--- src/rtl/arp_pkg.sv ---
// ============================================================================
// arp_pkg : shared types and constants for the ARP IP->MAC cache
// Rev 1.0 : initial release
// ============================================================================
`default_nettype none

package arp_pkg;

  localparam logic ARP_OP_REQ   = 1'b0;
  localparam logic ARP_OP_REPLY = 1'b1;

  typedef enum logic [2:0] {
    ST_IDLE     = 3'd0,
    ST_SCAN     = 3'd1,
    ST_REQ      = 3'd2,
    ST_WAIT_TX  = 3'd3,
    ST_WAIT_RSP = 3'd4,
    ST_DONE     = 3'd5
  } lkup_state_e;

  typedef struct packed {
    logic        valid;
    logic [31:0] ip;
    logic [47:0] mac;
  } arp_entry_t;

  // Unspecified and limited-broadcast addresses can never be resolved.
  function automatic logic ip_is_special(input logic [31:0] ip);
    return (ip == 32'h0000_0000) || (ip == 32'hFFFF_FFFF);
  endfunction

endpackage

`default_nettype wire

--- src/rtl/arp_age_tick.sv ---
// ============================================================================
// arp_age_tick : free-running prescaler, one-cycle tick every AGE_CYCLES clocks
// Rev 1.0 : initial release (used only when ARP_CACHE_AGING_EN is defined)
// ============================================================================
`default_nettype none

module arp_age_tick #(
  parameter int unsigned AGE_CYCLES = 125_000_000
) (
  input  logic clk,
  input  logic rst_n,
  output logic tick_o
);

  localparam int unsigned CW = (AGE_CYCLES > 1) ? $clog2(AGE_CYCLES) : 1;

  logic [CW-1:0] cnt_q;
  logic          tick_q;

  always_ff @(posedge clk or negedge rst_n) begin
    if (!rst_n) begin
      cnt_q  <= '0;
      tick_q <= 1'b0;
    end else if (cnt_q == CW'(AGE_CYCLES - 1)) begin
      cnt_q  <= '0;
      tick_q <= 1'b1;
    end else begin
      cnt_q  <= cnt_q + CW'(1);
      tick_q <= 1'b0;
    end
  end

  assign tick_o = tick_q;

endmodule

`default_nettype wire

--- src/rtl/arp_cache.sv ---
// ============================================================================
// arp_cache : IP->MAC table learned from received ARP, with miss resolution
// Rev 1.0 : initial release; entry aging enabled by macro ARP_CACHE_AGING_EN
// ============================================================================
`default_nettype none

module arp_cache
  import arp_pkg::*;
#(
  parameter int unsigned DEPTH        = 8,
  parameter int unsigned RETRY_CYCLES = 125_000_000,
  parameter int unsigned MAX_RETRY    = 3,
  parameter int unsigned AGE_CYCLES   = 125_000_000,
  parameter int unsigned AGE_LIMIT    = 60
) (
  input  logic        clk,
  input  logic        rst_n,
  input  logic        arp_rx_done,
  input  logic        arp_rx_type,
  input  logic [47:0] src_mac,
  input  logic [31:0] src_ip,
  input  logic        lkup_req,
  input  logic [31:0] lkup_ip,
  output logic        lkup_ack,
  output logic        lkup_hit,
  output logic [47:0] lkup_mac,
  output logic        arp_tx_en,
  output logic        arp_tx_type,
  output logic [31:0] req_ip,
  input  logic        tx_done
);

  localparam int unsigned IW = $clog2(DEPTH);
  localparam int unsigned RW = $clog2(MAX_RETRY + 1);
  localparam int unsigned TW = (RETRY_CYCLES > 1) ? $clog2(RETRY_CYCLES) : 1;

  if (DEPTH < 2 || DEPTH > 32 || (DEPTH & (DEPTH - 1)) != 0 || RETRY_CYCLES == 0 ||
      MAX_RETRY == 0 || AGE_CYCLES == 0 || AGE_LIMIT == 0) begin : g_param_check
    $error("arp_cache: unsupported parameter set");
  end

  arp_entry_t  tbl_q [DEPTH];
  logic [IW-1:0] rr_ptr_q;

  lkup_state_e   state_q;
  logic [IW-1:0] idx_q;
  logic [RW-1:0] retry_q;
  logic [TW-1:0] timer_q;
  logic [31:0]   ip_q;
  logic          res_hit_q;
  logic [47:0]   res_mac_q;
  logic          lkup_ack_q;
  logic          lkup_hit_q;
  logic [47:0]   lkup_mac_q;
  logic          arp_tx_en_q;
  logic [31:0]   req_ip_q;

  logic          w_learn;
  logic          w_match_found;
  logic          w_free_found;
  logic [IW-1:0] w_match_idx;
  logic [IW-1:0] w_free_idx;
  logic [IW-1:0] w_wr_idx;
  logic          w_snoop;
  logic          w_scan_hit;

  // Requests and replies both carry a trustworthy sender pair.
  assign w_learn = arp_rx_done && (arp_rx_type == ARP_OP_REQ || arp_rx_type == ARP_OP_REPLY)
                   && (src_ip != 32'h0);

  always_comb begin
    w_match_found = 1'b0;
    w_free_found  = 1'b0;
    w_match_idx   = '0;
    w_free_idx    = '0;
    for (int i = DEPTH - 1; i >= 0; i--) begin
      if (tbl_q[i].valid && tbl_q[i].ip == src_ip) begin
        w_match_found = 1'b1;
        w_match_idx   = IW'(i);
      end
      if (!tbl_q[i].valid) begin
        w_free_found = 1'b1;
        w_free_idx   = IW'(i);
      end
    end
    w_wr_idx = w_match_found ? w_match_idx : (w_free_found ? w_free_idx : rr_ptr_q);
  end

  assign w_snoop    = arp_rx_done && (src_ip == ip_q);
  assign w_scan_hit = (state_q == ST_SCAN) && tbl_q[idx_q].valid && (tbl_q[idx_q].ip == ip_q);

`ifdef ARP_CACHE_AGING_EN
  localparam int unsigned AW = $clog2(AGE_LIMIT + 1);

  logic          w_age_tick;
  logic [AW-1:0] age_q [DEPTH];

  arp_age_tick #(.AGE_CYCLES(AGE_CYCLES)) u_age_tick (
    .clk    (clk),
    .rst_n  (rst_n),
    .tick_o (w_age_tick)
  );

  always_ff @(posedge clk or negedge rst_n) begin
    if (!rst_n) begin
      for (int i = 0; i < DEPTH; i++) age_q[i] <= '0;
    end else begin
      for (int i = 0; i < DEPTH; i++) begin
        if ((w_learn && w_wr_idx == IW'(i)) || (w_scan_hit && idx_q == IW'(i)))
          age_q[i] <= '0;
        else if (w_age_tick && tbl_q[i].valid)
          age_q[i] <= age_q[i] + AW'(1);
      end
    end
  end
`endif

  always_ff @(posedge clk or negedge rst_n) begin
    if (!rst_n) begin
      for (int i = 0; i < DEPTH; i++) tbl_q[i] <= '0;
      rr_ptr_q <= '0;
    end else begin
`ifdef ARP_CACHE_AGING_EN
      for (int i = 0; i < DEPTH; i++) begin
        if (w_age_tick && tbl_q[i].valid && age_q[i] == AW'(AGE_LIMIT - 1))
          tbl_q[i].valid <= 1'b0;
      end
`endif
      // Issued last so a same-cycle learn overrides expiry of its own entry.
      if (w_learn) begin
        tbl_q[w_wr_idx] <= '{valid: 1'b1, ip: src_ip, mac: src_mac};
        if (!w_match_found && !w_free_found) rr_ptr_q <= rr_ptr_q + IW'(1);
      end
    end
  end

  always_ff @(posedge clk or negedge rst_n) begin
    if (!rst_n) begin
      state_q     <= ST_IDLE;
      idx_q       <= '0;
      retry_q     <= '0;
      timer_q     <= '0;
      ip_q        <= '0;
      res_hit_q   <= 1'b0;
      res_mac_q   <= '0;
      lkup_ack_q  <= 1'b0;
      lkup_hit_q  <= 1'b0;
      lkup_mac_q  <= '0;
      arp_tx_en_q <= 1'b0;
      req_ip_q    <= '0;
    end else begin
      lkup_ack_q  <= 1'b0;
      arp_tx_en_q <= 1'b0;
      case (state_q)
        ST_IDLE: begin
          if (lkup_req) begin
            ip_q    <= lkup_ip;
            idx_q   <= '0;
            retry_q <= '0;
            if (ip_is_special(lkup_ip)) begin
              res_hit_q <= 1'b0;
              res_mac_q <= '0;
              state_q   <= ST_DONE;
            end else begin
              state_q <= ST_SCAN;
            end
          end
        end
        ST_SCAN: begin
          if (w_snoop) begin
            res_hit_q <= 1'b1;
            res_mac_q <= src_mac;
            state_q   <= ST_DONE;
          end else if (w_scan_hit) begin
            res_hit_q <= 1'b1;
            res_mac_q <= tbl_q[idx_q].mac;
            state_q   <= ST_DONE;
          end else if (idx_q == IW'(DEPTH - 1)) begin
            state_q <= ST_REQ;
          end else begin
            idx_q <= idx_q + IW'(1);
          end
        end
        ST_REQ: begin
          arp_tx_en_q <= 1'b1;
          req_ip_q    <= ip_q;
          retry_q     <= retry_q + RW'(1);
          state_q     <= ST_WAIT_TX;
        end
        ST_WAIT_TX: begin
          if (w_snoop) begin
            res_hit_q <= 1'b1;
            res_mac_q <= src_mac;
            state_q   <= ST_DONE;
          end else if (tx_done) begin
            timer_q <= TW'(RETRY_CYCLES - 1);
            state_q <= ST_WAIT_RSP;
          end
        end
        ST_WAIT_RSP: begin
          if (w_snoop) begin
            res_hit_q <= 1'b1;
            res_mac_q <= src_mac;
            state_q   <= ST_DONE;
          end else if (timer_q == '0) begin
            if (retry_q < RW'(MAX_RETRY)) begin
              state_q <= ST_REQ;
            end else begin
              res_hit_q <= 1'b0;
              res_mac_q <= '0;
              state_q   <= ST_DONE;
            end
          end else begin
            timer_q <= timer_q - TW'(1);
          end
        end
        ST_DONE: begin
          lkup_ack_q <= 1'b1;
          lkup_hit_q <= res_hit_q;
          lkup_mac_q <= res_hit_q ? res_mac_q : 48'h0;
          state_q    <= ST_IDLE;
        end
        default: state_q <= ST_IDLE;
      endcase
    end
  end

  assign lkup_ack    = lkup_ack_q;
  assign lkup_hit    = lkup_hit_q;
  assign lkup_mac    = lkup_mac_q;
  assign arp_tx_en   = arp_tx_en_q;
  assign arp_tx_type = ARP_OP_REQ;
  assign req_ip      = req_ip_q;

endmodule

`default_nettype wire
--- config.mk ---
export PLATFORM = sky130hd
export DESIGN_NAME = arp_cache
export DESIGN_NICKNAME = d
export VERILOG_FILES = /design/src/rtl/arp_pkg.sv /design/src/rtl/arp_age_tick.sv /design/src/rtl/arp_cache.sv
export SDC_FILE = /design/constraint.sdc
export NUM_CORES = 2
export LEC_CHECK = 0
export ABC_CLOCK_PERIOD_IN_PS = 4880
export CORE_MARGIN = 1
export CORE_UTILIZATION = 26
export DETAILED_ROUTE_END_ITERATION = 16
export SLEW_MARGIN = 20
export SYNTH_ARGS = -nofsm -noshare
export SYNTH_HDL_FRONTEND = slang
export SYNTH_SLANG_ARGS = --single-unit
--- constraint.sdc ---
create_clock -name clk -period 4.88 [get_ports clk]
set_clock_uncertainty 0.15 [all_clocks]
set_input_delay 0.976 -clock clk [delete_from_list [all_inputs] [get_ports clk]]
set_output_delay 0.976 -clock clk [all_outputs]
set_load 0.05 [all_outputs]
==> run metrics <==
Slew Limit Fails 0; Synth top area share 51.1%; Final setup viols 0; Post-Syn Instances 3154; Comb pwr share 45.6%; Internal 24.0 mW; max-cap violations 0; htree depth 3; dominant cell type by area after synthesis dfrtp_1; Max VDD drop 0.360 mV; vias in the first global route 28300; antenna-violating nets left 0; Min-Delay Path Class flip-flop to flip-flop; Pleak 21.6 nW; post-detailed-route wirelength per cell 22.6 um; sw power 14.3 mW; Worst-path clk slew 0.06 ns; min Tclk post-route 4.69 ns; Placer Congestion 0.931; synthesis-to-finish area growth 23.9%; Vias/cell 4.79; worst slack, placed -0.547 ns; share of layout cells above drive strength 1 37.2%; final hold viol count 0; GRT overflow 0; initial antenna violation count 18; IO buf count 199; Worst-Skew Late Latency 0.72 ns; post-layout net count 3626; Peak Freq 213 MHz; total number of vias 27100; Post-synth top flop dfrtp_1; final WL 128000 um; Switching Fraction 37.4%; die footprint 0.162 mm^2; clock share of power 19.8%; cell area power density 743 mW/mm^2; CP Max Fanout 21; flop and latch count out of synthesis 850; fill cell count 15700; CP Data Arrival Time 5.11 ns; CTS tree built; CTS buffer count 95; initial core utilization 26.2%; dpl hpwl 89400 um; CTS sink cnt 850; Synth top cells by count 850 x dfrtp_1, 704 x mux2_2, 302 x nand2_1, 209 x xor2_1, 158 x mux4_2; Crit Path Class input port to flip-flop; Die H 402 um; syn nets 3277; CP startpoint kind input port; Slew headroom 30.8%; Pre-antenna DRT Iters 5; post-route setup slack 0.195 ns; synthesized area 0.0416 mm^2; Slew @ Worst Pin 1.04 ns; Placed Instances 5477; Critical Path RT 5.30 ns; buffer depth of the longest clock path 3; GRT met1 Usage 20.8%; pin count of the biggest net entering global routing 179; first-pass GRT wire length 191000 um; global route hottest layer met2; Power, Total 38.3 mW; Core Rows 146; Seq pwr share 34.6%; top area cells in the synthesized netlist dfrtp_1 51%, mux2_2 19%, mux4_2 8.5%, xor2_1 4.4%, nand2_1 2.7%; Synth async-reset ratio 100%; synth unique cells 62; Remaining DRCs 0; status finished clean; RSZ-0062 raised after global routing no; kind of end point of the critical path flip-flop; synth warn 0; number of synthesized flops with an enable pin 0; final worst-path cycle share 96.0%; I/O pins 202; post-synthesis average cell area 13.2 um^2; Post-CTS Resized 0; Core Area 0.159 mm^2; Die Wd 402 um; Initial DRC Count 1815; root buffer cell clkbuf_16; met3 global-route usage 4.07%; Final Util 32.5%; register area share after synthesis 51.1%; all-layer global routing usage 15.8%; Final Non-Filler Cells 5657; count leader, synth dfrtp_1; met2 Track Usage GR 25.0%; Post-Route Setup TNS 0 ns
==> cells in the final DEF, fill, tap and decap left out, drive strengths merged, types with 50 or more instances in the layout <==
cell	count
dfrtp	850
mux2	723
nand2	302
buf	282
xor2	209
clkdlybuf4s50	198
mux4	158
clkbuf	130
xnor2	118
o21ai	117
nor4	88
mux2i	84
nand4	50
==> registers in the layout (all words and copies together) (netlist names), 2 cells and up <==
| register | flops |
|---|---|
| retry_q | 2 |
| req_ip | 32 |
| lkup_mac | 48 |
| idx_q | 3 |
| ip_q | 32 |
| res_mac_q | 48 |
| rr_ptr_q | 3 |
| timer_q | 27 |
| state_q | 3 |
| tbl_q | 648 |
==> worst max-delay path: stages <==
cell and delay [ns]:
clkdlybuf4s50_1 0.52, buf_4 0.21, buf_4 0.16, xor2_1 0.16, nor4_1 0.28, buf_4 0.19, nand4_1 0.16, or4_1 0.59
nand4_1 0.19, nor2_1 0.07, nor4_1 0.70, nand2_4 0.29, buf_12 0.26, mux2_2 0.30
==> layout make-up <==
type                    instances  area (um^2)  area share, %
flip-flops and latches        850        21300           41.3
clock buffers                 130         2770           5.37
well taps                    2072         2590           5.03
clock inverters                42          569           1.10
repair buffers                481         4950           9.59
inverters                      20         77.6          0.150
diodes                          7         17.5         0.0340
multi-input cells            2055        19300           37.5
==> power by group through the flow <==
| stage | Clock (mW) | Combinational (mW) | Sequential, mW |
|---|---|---|---|
| floorplan | 0 | 10.8 | 13.4 |
| global placement | 0 | 17.3 | 13.2 |
| detailed placement | 0 | 17.5 | 13.3 |
| CTS | 7.78 | 17.6 | 13.2 |
| global route | 8.03 | 18.6 | 13.7 |
| finish | 7.57 | 17.5 | 13.3 |
==> worst paths after layout <==
kind,to,cells past startpoint,slack (ns),from
max,tbl_q[63],14,0.19,src_ip[2]
min,rr_ptr_q[2],1,0.32,rr_ptr_q[2]
max reg2reg,res_mac_q[28],12,0.59,idx_q[0]
min reg2reg,rr_ptr_q[2],1,0.32,rr_ptr_q[2]
max in group asynchronous,tbl_q[54],4,2.59,rst_n
min in group asynchronous,tbl_q[323],2,0.55,rst_n
==> timing repair <==
action | 4_1_cts | 5_1_grt
hold buffers | 1 | 0
endpoints found under the hold margin | 12 | 0
buffers inserted | 0 | 0
==> through the flow <==
step | hold slack (ns) | area (um^2)
2_1_floorplan | 0.295 | 41600
3_3_place_gp | 0.312 | 48200
3_5_place_dp | 0.313 | 48200
4_1_cts | 0.328 | 51600
5_1_grt | 0.351 | 51600
6_report | 0.323 | 51600
==> logic make-up after synthesis <==
kind of cell,after synthesis,share of synthesized area [%]
AOI/OAI and AO/OA,158,2.12
xor gates and xnor gates,327,6.88
adders and majority gates,5,0.150
buffers and inverters,249,2.70
DFF,850,51.1
muxes,965,30.1
other,1,0.00901
and+or+nand+nor,599,6.93
==> metal layers <==
layer,vias to the layer above,wire length [um]
li1,12100,-
met4,22,3840
met1,14200,55800
met2,628,59400
met3,201,8670
met5,-,129
Note: power is estimated with default switching activity, not from simulation.
